File: config.mk
export PLATFORM = sky130hd
export DESIGN_NAME = comp_share_arb
export DESIGN_NICKNAME = d
export VERILOG_FILES = /design/src/rtl/comp_pkg.sv /design/src/rtl/rr_arbiter.sv /design/src/rtl/comp_share_arb.sv
export SDC_FILE = /design/constraint.sdc
export NUM_CORES = 1
export LEC_CHECK = 0
export CAP_MARGIN = 15
export CORE_ASPECT_RATIO = 0.9
export CORE_MARGIN = 2
export CORE_UTILIZATION = 36
export CTS_BUF_LIST = sky130_fd_sc_hd__clkbuf_4
export CTS_CLUSTER_SIZE = 20
export DETAILED_ROUTE_END_ITERATION = 7
export PLACE_DENSITY = 0.81
export SYNTH_ARGS = -nofsm -noshare
export SYNTH_HDL_FRONTEND = slang
export SYNTH_HIERARCHICAL = 1
export SYNTH_SLANG_ARGS = --single-unit
File: constraint.sdc
create_clock -name Clk -period 4.3 [get_ports Clk]
set_input_delay 0.86 -clock Clk [delete_from_list [all_inputs] [get_ports Clk]]
set_output_delay 0.86 -clock Clk [all_outputs]
set_load 0.01 [all_outputs]
File: src/rtl/comp_pkg.sv
// Shared helpers and state encoding for the comparator-sharing arbiter.
package comp_pkg;

  function automatic int id_width(input int n);
    return (n > 2) ? $clog2(n) : 1;
  endfunction

  typedef enum logic {
    ST_EMPTY = 1'b0,
    ST_FULL  = 1'b1
  } rsp_state_e;

endpackage

File: src/rtl/rr_arbiter.sv
// Round-robin arbiter: grants the lowest requesting index at or above ptr, wrapping to 0.
module rr_arbiter #(
  parameter int NREQ = 4,
  parameter int IDW  = 2
) (
  input  logic [NREQ-1:0] req,
  input  logic [IDW-1:0]  ptr,
  input  logic            en,
  output logic [NREQ-1:0] gnt,
  output logic [IDW-1:0]  gnt_idx
);

  logic found;

  // First pass covers ptr..NREQ-1, second pass picks up the wrap-around 0..ptr-1.
  always_comb begin
    gnt     = '0;
    gnt_idx = '0;
    found   = 1'b0;
    for (int i = 0; i < NREQ; i++) begin
      if (en && !found && req[i] && (IDW'(i) >= ptr)) begin
        found   = 1'b1;
        gnt[i]  = 1'b1;
        gnt_idx = IDW'(i);
      end
    end
    for (int i = 0; i < NREQ; i++) begin
      if (en && !found && req[i]) begin
        found   = 1'b1;
        gnt[i]  = 1'b1;
        gnt_idx = IDW'(i);
      end
    end
  end

endmodule

File: src/rtl/comp_share_arb.sv
// Shares one unsigned magnitude comparator among NREQ round-robin requesters.
// Define COMP_ARB_PIPE_EN to insert an operand register stage ahead of the comparator (latency 2).
module comp_share_arb
  import comp_pkg::*;
#(
  parameter int DATAWIDTH = 8,
  parameter int NREQ      = 4,
  parameter int IDW       = id_width(NREQ)
) (
  input  logic                      Clk,
  input  logic                      Rst,
  input  logic [NREQ-1:0]           req_valid,
  input  logic [NREQ*DATAWIDTH-1:0] req_a,
  input  logic [NREQ*DATAWIDTH-1:0] req_b,
  output logic [NREQ-1:0]           req_ready,
  output logic                      rsp_valid,
  input  logic                      rsp_ready,
  output logic [IDW-1:0]            rsp_id,
  output logic                      rsp_gt,
  output logic                      rsp_lt,
  output logic                      rsp_eq
);

  logic [DATAWIDTH-1:0] opa [NREQ];
  logic [DATAWIDTH-1:0] opb [NREQ];

  for (genvar gi = 0; gi < NREQ; gi++) begin : g_unpack
    assign opa[gi] = req_a[gi*DATAWIDTH +: DATAWIDTH];
    assign opb[gi] = req_b[gi*DATAWIDTH +: DATAWIDTH];
  end

  rsp_state_e           state, state_next;
  logic [IDW-1:0]       ptr;
  logic [NREQ-1:0]      gnt;
  logic [IDW-1:0]       gnt_idx;
  logic                 can_accept;
  logic                 accept;
  logic                 load_out;
  logic [DATAWIDTH-1:0] cmp_a, cmp_b;
  logic [IDW-1:0]       cmp_id;

  rr_arbiter #(
    .NREQ (NREQ),
    .IDW  (IDW)
  ) u_arb (
    .req     (req_valid),
    .ptr     (ptr),
    .en      (can_accept),
    .gnt     (gnt),
    .gnt_idx (gnt_idx)
  );

  assign accept    = |gnt;
  // Flops are held in reset anyway; only the visible handshake needs masking.
  assign req_ready = gnt & {NREQ{Rst}};

`ifdef COMP_ARB_PIPE_EN
  logic                 stage_valid;
  logic [DATAWIDTH-1:0] stage_a, stage_b;
  logic [IDW-1:0]       stage_id;
  logic                 advance;

  assign advance    = (state == ST_EMPTY) | rsp_ready;
  assign can_accept = ~stage_valid | advance;
  assign load_out   = stage_valid & advance;
  assign cmp_a      = stage_a;
  assign cmp_b      = stage_b;
  assign cmp_id     = stage_id;

  always_ff @(posedge Clk or negedge Rst) begin
    if (!Rst) begin
      stage_valid <= 1'b0;
      stage_a     <= '0;
      stage_b     <= '0;
      stage_id    <= '0;
    end else if (accept) begin
      stage_valid <= 1'b1;
      stage_a     <= opa[gnt_idx];
      stage_b     <= opb[gnt_idx];
      stage_id    <= gnt_idx;
    end else if (advance) begin
      stage_valid <= 1'b0;
    end
  end
`else
  assign can_accept = (state == ST_EMPTY) | rsp_ready;
  assign load_out   = accept;
  assign cmp_a      = opa[gnt_idx];
  assign cmp_b      = opb[gnt_idx];
  assign cmp_id     = gnt_idx;
`endif

  always_ff @(posedge Clk or negedge Rst) begin
    if (!Rst) begin
      ptr <= '0;
    end else if (accept) begin
      ptr <= (gnt_idx == IDW'(NREQ-1)) ? '0 : gnt_idx + 1'b1;
    end
  end

  always_ff @(posedge Clk or negedge Rst) begin
    if (!Rst) begin
      rsp_id <= '0;
      rsp_gt <= 1'b0;
      rsp_lt <= 1'b0;
      rsp_eq <= 1'b0;
    end else if (load_out) begin
      rsp_id <= cmp_id;
      rsp_gt <= (cmp_a > cmp_b);
      rsp_lt <= (cmp_a < cmp_b);
      rsp_eq <= (cmp_a == cmp_b);
    end
  end

  always_ff @(posedge Clk or negedge Rst) begin
    if (!Rst) state <= ST_EMPTY;
    else      state <= state_next;
  end

  always_comb begin
    state_next = state;
    rsp_valid  = 1'b0;
    case (state)
      ST_EMPTY: begin
        if (load_out) state_next = ST_FULL;
      end
      ST_FULL: begin
        rsp_valid = 1'b1;
        if (rsp_ready && !load_out) state_next = ST_EMPTY;
      end
      default: state_next = ST_EMPTY;
    endcase
  end

endmodule
==> Word level (Yosys, flattened, before mapping) <==
Cells that the tools add are included.
{ "op_classes": {"bitwise_logic": 4, "eq_ne": 2, "mux": 32, "reduce_logical": 29, "order_cmp": 7, "add_sub_neg": 1} }
{ "ops": {"columns": ["op", "n"], "rows": [
  ["binary-select mux 8 bit (select 2 bit)", 2],
  ["2-to-1 mux 8 bit", 4],
  ["logical AND 1 bit", 20],
  ["2-to-1 mux 1 bit", 18],
  ["2-to-1 mux 2 bit", 7],
  ["== test 8 bit", 1],
  ["> comparator 8 bit", 1],
  ["logical NOT 1 bit", 8],
  ["< comparator 8 bit", 1],
  ["bitwise AND 4 bit", 1],
  ["greater-or-equal comparator 1 x 2 -> 1 bit, first input constant", 2],
  ["greater-or-equal comparator 2 bit, first input constant", 2],
  ["OR reduction 4 bit", 1],
  ["greater-or-equal comparator 3 bit, second input constant", 1],
  ["inverter 2 -> 3 bit", 1],
  ["adder 2 x 1 -> 2 bit, second input constant", 1],
  ["== test 2 bit, second input constant", 1],
  ["one-hot mux 1 bit (2 select lines)", 1],
  ["inverter 1 bit", 1],
  ["OR 1 bit", 1]
]} }
{ "word_totals": {"elab_cells": 81, "input_bits": 71, "output_inout_bits": 10, "ff_bits": 8} }

==> Depth between registers and ports, before layout <==
Gate-level depths: netlist (run 1).
{ "depth": {"depth_word": 41, "mapped_depth": 13, "mapped_depth_nobuf": 10} }

==> By module <==
The synthesis (run 1) kept the hierarchy.
{ "by_module_without_submodules": {"columns": ["module", "seq_area_each_um2", "area_each_um2", "cells_each", "instances"], "rows": [
  ["comp_share_arb", 200.2, 982.2, 75, 1],
  ["rr_arbiter", 0.0, 172.7, 27, 1]
]} }

==> Least setup slack after synthesis (run 1) <==
Ideal clock, no wire load.
{ "synth_path": {"path_kind": "in2reg", "startpoint": "input port rsp_ready", "endpoint": "register rsp_gt", "arrival_time_ns": 3.285, "required_time_ns": 4.181, "setup_slack_ns": 0.896, "path_stages": 11, "setup_ns": 0.119, "n_path_buf": 2, "path_cell_list": "nand2b_1 > o21ai_1 > o32ai_1 > buf_6 > buf_12 > mux4_2 > ha_1 > a21o_1 > a211oi_1 > nand2_1 > o21a_1"} }
{ "synth_via": {"elab_chain_len": 40, "elab_cells_between_ends": 57, "classes_between": "order compare: 1; mux: 27; bitwise: 2; reduce/logical: 27"} }
{ "synth_lines": {"columns": ["element", "line", "rtl"], "rows": [
  ["start: declaration", "comp_share_arb.sv:17", "input logic rsp_ready,"],
  ["OR 1 bit *", "comp_share_arb.sv:86", "assign can_accept = (state == ST_EMPTY) | rsp_ready;"],
  ["logical AND 1 bit (2 in a row)", "rr_arbiter.sv:21", "if (en && !found && req[i] && (IDW'(i) >= ptr)) begin"],
  ["2-to-1 mux 1 bit", "rr_arbiter.sv:21", null],
  ["logical NOT 1 bit", "rr_arbiter.sv:21", null],
  ["logical AND 1 bit (3 in a row)", "rr_arbiter.sv:21", null],
  ["2-to-1 mux 1 bit", "rr_arbiter.sv:21", null],
  ["logical NOT 1 bit", "rr_arbiter.sv:21", null],
  ["logical AND 1 bit (3 in a row)", "rr_arbiter.sv:21", null],
  ["(+18 left out)", null, null],
  ["logical NOT 1 bit", "rr_arbiter.sv:28", "if (en && !found && req[i]) begin"],
  ["logical AND 1 bit (2 in a row)", "rr_arbiter.sv:28", null],
  ["2-to-1 mux 2 bit *", "rr_arbiter.sv:28", null],
  ["named net cmp_id[0]", "comp_share_arb.sv:40", "logic [IDW-1:0] cmp_id;"],
  ["inverter 2 -> 3 bit (not written as such) *", "comp_share_arb.sv:88, comp_share_arb.sv:89", null],
  ["binary-select mux 8 bit (select 2 bit), on equally long branches", "comp_share_arb.sv:88, comp_share_arb.sv:89", null],
  ["2-to-1 mux 8 bit, on equally long branches (2 in a row)", "comp_share_arb.sv:88, comp_share_arb.sv:89", null],
  ["> comparator 8 bit *", "comp_share_arb.sv:109", "rsp_gt <= (cmp_a > cmp_b);"],
  ["end signal: assignment", "comp_share_arb.sv:109", null],
  ["end: declaration", "comp_share_arb.sv:19", "output logic rsp_gt,"]
]} }
Mark *: on every way through the listed nets, which the timed path passes. The rest lies on a longest branch. The select of a mux whose other input is x is not followed.
A chain may end at the register's enable or synchronous reset.

==> Worst setup path in the final report (run 1) <==
{ "layout_path": {"startpoint": "input port req_valid[2]", "endpoint": "output port req_ready[2]"} }
{ "layout_via": {"elab_chain_len": 21, "elab_cells_between_ends": 22, "classes_between": "mux: 6; bitwise: 1; reduce/logical: 15"} }
{ "layout_lines": {"columns": ["element", "line", "rtl"], "rows": [
  ["start: declaration", "comp_share_arb.sv:12", "input logic [NREQ-1:0] req_valid,"],
  ["logical AND 1 bit (2 in a row)", "rr_arbiter.sv:21", null],
  ["2-to-1 mux 1 bit", "rr_arbiter.sv:21", null],
  ["logical NOT 1 bit", "rr_arbiter.sv:21", null],
  ["logical AND 1 bit (3 in a row)", "rr_arbiter.sv:21", null],
  ["2-to-1 mux 1 bit", "rr_arbiter.sv:21", null],
  ["logical NOT 1 bit", "rr_arbiter.sv:28", null],
  ["logical AND 1 bit (2 in a row)", "rr_arbiter.sv:28", null],
  ["2-to-1 mux 1 bit", "rr_arbiter.sv:28", null],
  ["logical NOT 1 bit", "rr_arbiter.sv:28", null],
  ["logical AND 1 bit (2 in a row)", "rr_arbiter.sv:28", null],
  ["2-to-1 mux 1 bit", "rr_arbiter.sv:28", null],
  ["logical NOT 1 bit", "rr_arbiter.sv:28", null],
  ["logical AND 1 bit (2 in a row)", "rr_arbiter.sv:28", null],
  ["2-to-1 mux 1 bit *", "rr_arbiter.sv:28", null],
  ["named net gnt[2]", "comp_share_arb.sv:34", "logic [NREQ-1:0] gnt;"],
  ["bitwise AND 4 bit *", "comp_share_arb.sv:55", "assign req_ready = gnt & {NREQ{Rst}};"],
  ["end: declaration", "comp_share_arb.sv:15", "output logic [NREQ-1:0] req_ready,"]
]} }
Mark *: on every way through the listed nets, which the timed path passes. The rest lies on a longest branch.

==> flow_summary.json, run 1 <==
{
  "status": "finished, final reports clean",
  "netlist.area_leader.share_pct": 23.4,
  "cts_tree": "yes",
  "final_antenna_net_count": 0,
  "ys_ff_latch": 8,
  "worstSetupPathDepth": 6,
  "path_clk_slew_ns": 0.05,
  "critPathMaxFanout": 6,
  "setup.worst_path.end_class": "output pin",
  "wl_per_cell_um": 14.0,
  "relSlewSlack_pct": 51.2,
  "hpwl_um": 2700,
  "whs_ns": 0.479,
  "cp_slowest_cell": "clkdlybuf4s50_1",
  "fin_ws_ns": 0.377,
  "clk-insertion-delay-late_ns": 0.26,
  "setup_viol": 0,
  "numClockSinks": 8,
  "path_cells": "clkdlybuf4s50_1, inv_2, or4_4, o32ai_2, and2_1, clkdlybuf4s50_1",
  "rows": 19,
  "root_buffer": "clkbuf_4",
  "grt_antenna_before_repair": 0,
  "drcViolationCount": 0,
  "n_antenna_cell": 0,
  "finalHoldViolCount": 0,
  "r2r_cells": 10,
  "p_per_area_nw_per_um2": 444,
  "max_stage_delay_ns": 0.60,
  "synth_edf_count": 0,
  "synth-seq-area-share_pct": 17.3,
  "area_growth_pct": 75.6,
  "critPathLaunch": "req_valid[2]",
  "htreeDepth": 1,
  "fin_setup_tns_ns": 0,
  "io_buffer_count": 80,
  "grt_pass1_wl_um": 5040,
  "initial_core_util_pct": 37.7,
  "gp_congestion": 0.891,
  "final-max-slew-violation-count": 0,
  "post-route-period-util_pct": 91.2,
  "worst_pin_slew_ns": 0.727,
  "ys_types": 39,
  "die_area_um2": 3680,
  "worst-setup-path-type": "in2out",
  "syn_area_per_cell_um2": 11.3,
  "crit_family": "buffers and inverters",
  "syn_inst": 102,
  "dr.pass1.iters": 4,
  "syn_nets": 182,
  "grt_overflow_total": 0,
  "synth_top_cell_by_area": "mux4_2",
  "ys.flop_type": "dfrtp_1",
  "hp-class": "reg2reg",
  "maxCapViolCount": 0,
  "ys_warn_count": 6,
  "total_power_uw": 901,
  "via_count": 1185,
  "core_area_um2": 3070,
  "nets": 263,
  "ys_async_sr_fraction_pct": 100,
  "fill_cells": 238,
  "drive_gt1_share_pct": 16.6,
  "crit_required_ns": 3.44,
  "grt_max_degree": 20,
  "crit_top_cell": "clkdlybuf4s50_1",
  "finalCriticalPeriod_ns": 3.92,
  "cts.path.max_buffers": 2,
  "grt_pass1_vias": 1256,
  "finClkSkew_ns": 0.000567,
  "num_io_pins": 81,
  "dieHeight_um": 57.7,
  "reg2reg_to": "rsp_gt$_DFFE_PN0P_",
  "syn-cell-area_um2": 1150,
  "cp-endpoint": "req_ready[2]",
  "dr.first_iter.drc_count": 123,
  "arrival_ns": 3.06,
  "drt-total-wl_um": 3130,
  "post_cts_buffers": 0,
  "yosys-top-cells-area": "mux4_2 23%, dfrtp_1 17%, ha_1 9.8%",
  "die_x_um": 63.7,
  "place_ws_ns": 0.343,
  "grtUsageTotal_pct": 17.3,
  "cts_buffers": 3,
  "leakagePower_nw": 0.807,
  "ir_drop_v": 0.000221,
  "critPathLaunchType": "input pin",
  "r2r-start": "ptr[1]$_DFFE_PN0P_",
  "grt_setup_unrepaired": "no",
  "critPathBufInv": 3,
  "reg2reg_slack_ns": 1.27,
  "cts_hold_buf": 0,
  "cts.repair.resized": 0,
  "max_freq_mhz": 255,
  "viasPerCell": 5.31
}
## synth_stat cells (2+ instances only)
cell and n:
inv_1 11, ha_1 9, a21oi_1 5, o32ai_1 2, mux4_1 4, o211ai_1 2, o21a_1 3, mux2_2 3
mux4_2 12, nand4_1 3, and2_1 4, nand2_1 5, buf_2 2, dfrtp_1 8, nand2b_1 3, buf_6 2
nor2_1 2
## cell usage in the layout (no fill, tap or decap), types with 2 or more instances in the layout
| cell | instances |
|---|---|
| inv_1 | 11 |
| nor2_1 | 2 |
| mux2_2 | 3 |
| and2_1 | 4 |
| dfrtp_1 | 8 |
| o211ai_1 | 2 |
| nand4_1 | 3 |
| clkbuf_4 | 3 |
| ha_1 | 9 |
| clkdlybuf4s50_1 | 80 |
| o21a_1 | 3 |
| a21oi_1 | 5 |
| nand2b_1 | 3 |
| mux4_2 | 12 |
| mux4_1 | 4 |
| o32ai_2 | 2 |
| nand2_1 | 5 |
## cell families after synthesis
group | after synthesis | share of synthesized area (%)
flip-flops | 8 | 17.3
AO/OA/AOI/OAI | 23 | 14.7
adder cells (fa/ha/maj) | 9 | 9.75
multiplexers | 19 | 35.4
buffers and inverters | 18 | 8.78
AND/OR/NAND/NOR | 25 | 14.0
## sequential cells by signal, indices dropped and copies added (netlist names)
register  count
state         1
rsp_eq        1
rsp_lt        1
rsp_gt        1
rsp_id        2
ptr           2
## routing by layer
metal | share of wire, % | vias up | track usage [%]
met2 | 53 | 66 | 32.0
met5 | 0 | - | 0
met1 | 37 | 548 | 18.9
li1 | - | 562 | -
met4 | 2.2 | 0 | 8.70
met3 | 7.7 | 9 | 3.69
## worst register-to-register path, delay by kind of cell, from the launching register on
family	cells	cell delay, ns
compound gates	5	1.21
flops	1	0.47
mux	1	0.43
fa+ha+maj	1	0.35
simple gates	2	0.27
buf+inv	1	0.19
## worst min-delay path by stage
stage	from	endpoint	cells past startpoint
finish	rsp_eq$_DFFE_PN0P_	rsp_eq$_DFFE_PN0P_	1
global route	rsp_eq$_DFFE_PN0P_	rsp_eq$_DFFE_PN0P_	1
CTS	rsp_eq$_DFFE_PN0P_	rsp_eq$_DFFE_PN0P_	1
global placement	rsp_eq$_DFFE_PN0P_	rsp_eq$_DFFE_PN0P_	1
detailed placement	rsp_eq$_DFFE_PN0P_	rsp_eq$_DFFE_PN0P_	1
floorplan	ptr[1]$_DFFE_PN0P_	ptr[1]$_DFFE_PN0P_	1
## through the flow
step | cells | util (%) | cell area, µm²
after floorplan | 102 | - | 1150
after global placement | 220 | 65.4 | 2010
after detailed placement | 220 | 65.4 | 2010
after CTS | 223 | 66.1 | 2030
after global routing | 223 | 66.1 | 2030
final | 223 | 66.1 | 2030
## power breakdown
group | leakage, nW | internal (mW) | switching, mW
combinational | 0.696 | 0.395 | 0.305
sequential | 0.0974 | 0.110 | 0.0316
clock | 0.0138 | 0.0320 | 0.0264
## layout make-up
cell class | count | area [µm²] | area share [%]
tap | 42 | 52.6 | 2.59
sequential | 8 | 200 | 9.87
inverter | 12 | 45.0 | 2.22
clock buffer | 3 | 22.5 | 1.11
multi-input combinational | 76 | 880 | 43.4
timing repair buffer | 82 | 828 | 40.8
Power figures use the tool's default switching activity.
==> inputs of run 2 (changes only) <==
--- a/config.mk
+++ b/config.mk
@@ -7,12 +7,13 @@
 export LEC_CHECK = 0
 export CAP_MARGIN = 15
 export CORE_ASPECT_RATIO = 0.9
-export CORE_MARGIN = 2
+export CORE_MARGIN = 3
 export CORE_UTILIZATION = 36
 export CTS_BUF_LIST = sky130_fd_sc_hd__clkbuf_4
 export CTS_CLUSTER_SIZE = 20
 export DETAILED_ROUTE_END_ITERATION = 7
 export PLACE_DENSITY = 0.81
+export SKIP_LAST_GASP = 1
 export SYNTH_ARGS = -nofsm -noshare
 export SYNTH_HDL_FRONTEND = slang
 export SYNTH_HIERARCHICAL = 1
==> flow_summary.json, run 2 (same netlist as run 1, synthesis figures left out) <==
{
  "critPathMaxFanout": 6,
  "initial_core_util_pct": 39.8,
  "p_per_area_nw_per_um2": 445,
  "dpl_cell_area_um2": 2000,
  "critPathBufInv": 3,
  "crit_required_ns": 3.44,
  "final_area_um2": 2030,
  "numClockSinks": 8,
  "relSlewSlack_pct": 58.2,
  "max_freq_mhz": 254,
  "leakagePower_nw": 0.807,
  "crit_family": "buffers and inverters",
  "maxCapViolCount": 0,
  "layout_common_cells": "80 x clkdlybuf4s50_1, 12 x mux4_2, 11 x inv_1",
  "arrival_ns": 3.08,
  "cts_tree": "yes",
  "drcViolationCount": 0,
  "fill_cells": 195,
  "finalCriticalPeriod_ns": 3.94,
  "critPathLaunchType": "input pin",
  "largestRegisters": "ptr x2, rsp_id x2",
  "nets": 263,
  "htreeDepth": 1,
  "worst_pin_slew_ns": 0.623,
  "grt_setup_unrepaired": "no",
  "drive_gt1_share_pct": 16.6,
  "finalHoldViolCount": 0,
  "grt_max_degree": 20,
  "status": "finished, final reports clean",
  "wl_per_cell_um": 15.3,
  "num_io_pins": 81,
  "layout_commonest_cell": "clkdlybuf4s50_1",
  "post_cts_buffers": 0,
  "core_area_um2": 2910,
  "n_antenna_cell": 0,
  "finClkSkew_ns": 0.00413,
  "grt_antenna_before_repair": 0,
  "hp-class": "reg2reg",
  "worst-setup-path-type": "in2out",
  "via_count": 1204,
  "area_growth_pct": 75.4,
  "dr.first_iter.drc_count": 53,
  "cts.repair.resized": 0,
  "cp_slowest_cell": "clkdlybuf4s50_1",
  "hpwl_um": 3000,
  "fin_setup_tns_ns": 0,
  "drt-total-wl_um": 3380,
  "final_antenna_net_count": 0,
  "grt_overflow_total": 0,
  "gp_congestion": 0.736,
  "rows": 18,
  "grt_pass1_wl_um": 5640,
  "grt_pass1_vias": 1347,
  "dr.pass1.iters": 4,
  "root_buffer": "clkbuf_4",
  "cts_hold_buf": 0,
  "dieHeight_um": 59.7,
  "crit_top_cell": "clkdlybuf4s50_1",
  "io_buffer_count": 80,
  "die_x_um": 65.7,
  "setup_viol": 0,
  "final-max-slew-violation-count": 0,
  "cts.path.max_buffers": 2,
  "path_cells": "clkdlybuf4s50_1, inv_2, or4_4, o32ai_2, and2_1, clkdlybuf4s50_1",
  "setup.worst_path.end_class": "output pin",
  "whs_ns": 0.478,
  "path_clk_slew_ns": 0.05,
  "clk-insertion-delay-late_ns": 0.25,
  "post-route-period-util_pct": 91.7,
  "max_stage_delay_ns": 0.59,
  "cts_buffers": 3,
  "ir_drop_v": 0.000231,
  "viasPerCell": 5.45,
  "grtUsageTotal_pct": 18.7,
  "die_area_um2": 3920
}
-- run 2: cell counts in the layout (fill, tap and decap cells not counted) --
No cell type changed its count.
-- run 2: per-layer routing --
metal | up-vias | global-route usage [%] | part of all wire, %
met2 | 68 | 35.0 | 53
li1 | 567 | - | -
met1 | 563 | 20.3 | 37
met3 | 6 | 6.39 | 8.3
met4 | 0 | 4.44 | 1.1
met5 | - | 0 | 0
-- run 2: per-stage QoR --
step                      total power, mW  cells  setup slack [ns]  utilization, %
final                               0.902    221             0.357            69.7
after global routing                0.983    221             0.256            69.7
after CTS                           0.914    221             0.354            69.7
after detailed placement            0.853    218             0.191            68.9
after global placement              0.820    218             0.325            68.9
after floorplan                     0.641    102             0.896               -
-- run 2: power breakdown --
group / leakage [nW] / switching (mW) / total [mW] / internal (mW)
combinational: 0.696 / 0.305 / 0.702 / 0.397
sequential: 0.0974 / 0.0338 / 0.144 / 0.110
clock: 0.0138 / 0.0241 / 0.0560 / 0.0318
total: 0.807 / 0.363 / 0.902 / 0.539
-- run 2: path summary, 6_finish.rpt --
kind | start | endpoint | slack, ns | depth (start not counted)
min reg2reg | rsp_eq$_DFFE_PN0P_ | rsp_eq$_DFFE_PN0P_ | 0.48 | 1
max | req_valid[2] | req_ready[2] | 0.36 | 6
max reg2reg | ptr[1]$_DFFE_PN0P_ | rsp_gt$_DFFE_PN0P_ | 1.11 | 11
min in group asynchronous | Rst | rsp_lt$_DFFE_PN0P_ | 0.92 | 1
max in group asynchronous | Rst | ptr[1]$_DFFE_PN0P_ | 3.08 | 1
min | rsp_eq$_DFFE_PN0P_ | rsp_eq$_DFFE_PN0P_ | 0.48 | 1
-- run 2: area by class of cell --
type	instances	area [µm²]	area share, %
Multi-Input combinational cell	76	880	43.4
Timing Repair Buffer	82	828	40.9
Sequential cell	8	200	9.88
Tap cell	40	50.0	2.47
Inverter	12	45.0	2.22
Clock buffer	3	22.5	1.11
==> inputs of run 3 (changes only) <==
--- a/config.mk
+++ b/config.mk
@@ -6,12 +6,12 @@
 export NUM_CORES = 1
 export LEC_CHECK = 0
 export CAP_MARGIN = 15
-export CORE_ASPECT_RATIO = 0.9
 export CORE_MARGIN = 3
 export CORE_UTILIZATION = 36
 export CTS_BUF_LIST = sky130_fd_sc_hd__clkbuf_4
 export CTS_CLUSTER_SIZE = 20
 export DETAILED_ROUTE_END_ITERATION = 7
+export GPL_TIMING_DRIVEN = 0
 export PLACE_DENSITY = 0.81
 export SKIP_LAST_GASP = 1
 export SYNTH_ARGS = -nofsm -noshare
==> flow_summary.json, run 3 (same netlist as run 1, synthesis figures left out) <==
{
  "dr.first_iter.drc_count": 86,
  "post-route-period-util_pct": 92.7,
  "final_antenna_net_count": 0,
  "final_cells": 227,
  "numClockSinks": 8,
  "p_per_area_nw_per_um2": 453,
  "power.switching_uw": 368,
  "min_to": "rsp_eq$_DFFE_PN0P_",
  "arrival_ns": 4.13,
  "layout_common_cells": "80 x clkdlybuf4s50_1, 12 x mux4_2, 11 x inv_1",
  "grt_pass1_vias": 1368,
  "die_x_um": 62.6,
  "relSlewSlack_pct": 67.6,
  "worst_pin_slew_ns": 0.484,
  "hpwl_um": 3060,
  "cts_buffers": 3,
  "leakagePower_nw": 0.820,
  "die_area_um2": 3920,
  "dieHeight_um": 62.6,
  "setup.worst_path.end_class": "flip-flop",
  "cts_hold_buf": 0,
  "path_cells": "clkdlybuf4s50_1, inv_2, o31a_1, o32ai_1, buf_2, buf_2, mux4_2, ha_1, a21o_1, a211oi_1, nand2_1, o21a_1",
  "post_cts_buffers": 0,
  "final-max-slew-violation-count": 0,
  "numPlacedInstances": 224,
  "hp-class": "reg2reg",
  "viasPerCell": 5.30,
  "cp_slowest_cell": "clkdlybuf4s50_1",
  "grt_max_degree": 13,
  "grtUsageTotal_pct": 18.9,
  "drt-total-wl_um": 3450,
  "reg2reg_to": "rsp_gt$_DFFE_PN0P_",
  "finalCriticalPeriod_ns": 3.98,
  "ir_drop_v": 0.000235,
  "finalHoldViolCount": 0,
  "clk-insertion-delay-late_ns": 0.26,
  "initial_core_util_pct": 39.8,
  "core_area_um2": 2900,
  "layout_commonest_cell": "clkdlybuf4s50_1",
  "critPathMaxFanout": 10,
  "dr.pass1.iters": 4,
  "gp_congestion": 0.818,
  "grt_overflow_total": 0,
  "reg2reg_slack_ns": 0.86,
  "swShare_pct": 40.0,
  "status": "finished, final reports clean",
  "r2r-start": "ptr[1]$_DFFE_PN0P_",
  "finClkSkew_ns": 0.00523,
  "critPathLaunchType": "input pin",
  "r2r_cells": 12,
  "rows": 19,
  "fin_setup_tns_ns": 0,
  "root_buffer": "clkbuf_4",
  "critPathLaunch": "req_valid[2]",
  "fill_cells": 231,
  "clkPwrFrac_pct": 6.3,
  "area_growth_pct": 75.8,
  "crit_required_ns": 4.45,
  "worst-setup-path-type": "in2reg",
  "whs_path_depth": 1,
  "grt_pass1_wl_um": 6030,
  "maxCapViolCount": 0,
  "nets": 267,
  "p_int_uw": 552,
  "via_count": 1203,
  "cts.repair.resized": 0,
  "io_buffer_count": 80,
  "setup_viol": 0,
  "htreeDepth": 1,
  "cts.path.max_buffers": 2,
  "cts_tree": "yes",
  "max_stage_delay_ns": 0.58,
  "drcViolationCount": 0,
  "seqPwrFrac_pct": 14.4,
  "largestRegisters": "ptr x2, rsp_id x2",
  "num_io_pins": 81,
  "crit_top_cell": "buf_2",
  "min_from": "rsp_eq$_DFFE_PN0P_",
  "max_freq_mhz": 251,
  "comb_power_share_pct": 79.3,
  "grt_antenna_before_repair": 0,
  "wl_per_cell_um": 15.2,
  "path_clk_slew_ns": 0.06,
  "drive_gt1_share_pct": 16.8,
  "n_antenna_cell": 0,
  "grt_setup_unrepaired": "no"
}
==> run 3: critical path: cells and delay by family <==
| kind | cells | cell delay (ns) |
|---|---|---|
| AO/OA/AOI/OAI | 5 | 1.26 |
| buffers and inverters | 4 | 1.21 |
| adder cells (fa/ha/maj) | 1 | 0.34 |
| multiplexers | 1 | 0.33 |
| AND/OR/NAND/NOR | 1 | 0.10 |
==> run 3: cell type report <==
type	count	area, µm²	share of cell area (%)
multi-input cells	76	853	42.0
repair buffers	80	801	39.4
flip-flops and latches	8	200	9.86
plain buffers	6	56.3	2.77
well taps	42	52.6	2.59
inverters	12	45.0	2.22
clock buffers	3	22.5	1.11
==> run 3: worst max-delay path by stage <==
stage,slack (ns),to,cells past startpoint
4_1_cts,0.31,rsp_gt$_DFFE_PN0P_,12
3_5_place_dp,0.06,rsp_gt$_DFFE_PN0P_,12
3_3_place_gp,0.13,rsp_gt$_DFFE_PN0P_,12
6_report,0.32,rsp_gt$_DFFE_PN0P_,12
2_1_floorplan,0.90,rsp_gt$_DFFE_PN0P_,11
5_1_grt,0.10,rsp_gt$_DFFE_PN0P_,12
==> run 3: metal layers <==
metal  part of all wire (%)  up-vias  GRT usage, %
met3                    9.0        0          5.04
met2                     55       65          37.2
met1                     36      566          20.4
li1                       -      572             -
met4                      0        0          2.48
met5                      0        -             0
==> run 3: power groups by stage <==
stage	Combinational (mW)	Clock, mW	Sequential [mW]
floorplan	0.500	0	0.141
global placement	0.704	0	0.131
detailed placement	0.731	0	0.134
CTS	0.734	0.0595	0.132
global route	0.800	0.0634	0.139
finish	0.729	0.0581	0.133
==> run 3: stage by stage <==
step | area, µm² | setup WS (ns) | util, % | power, mW | hold WS [ns]
after global routing | 2030 | 0.102 | 70.0 | 1.00 | 0.509
after detailed placement | 2010 | 0.0592 | 69.2 | 0.865 | 0.479
after floorplan | 1150 | 0.896 | - | 0.641 | 0.477
after CTS | 2030 | 0.313 | 70.0 | 0.926 | 0.492
final | 2030 | 0.315 | 70.0 | 0.919 | 0.486
after global placement | 2010 | 0.128 | 69.2 | 0.835 | 0.472
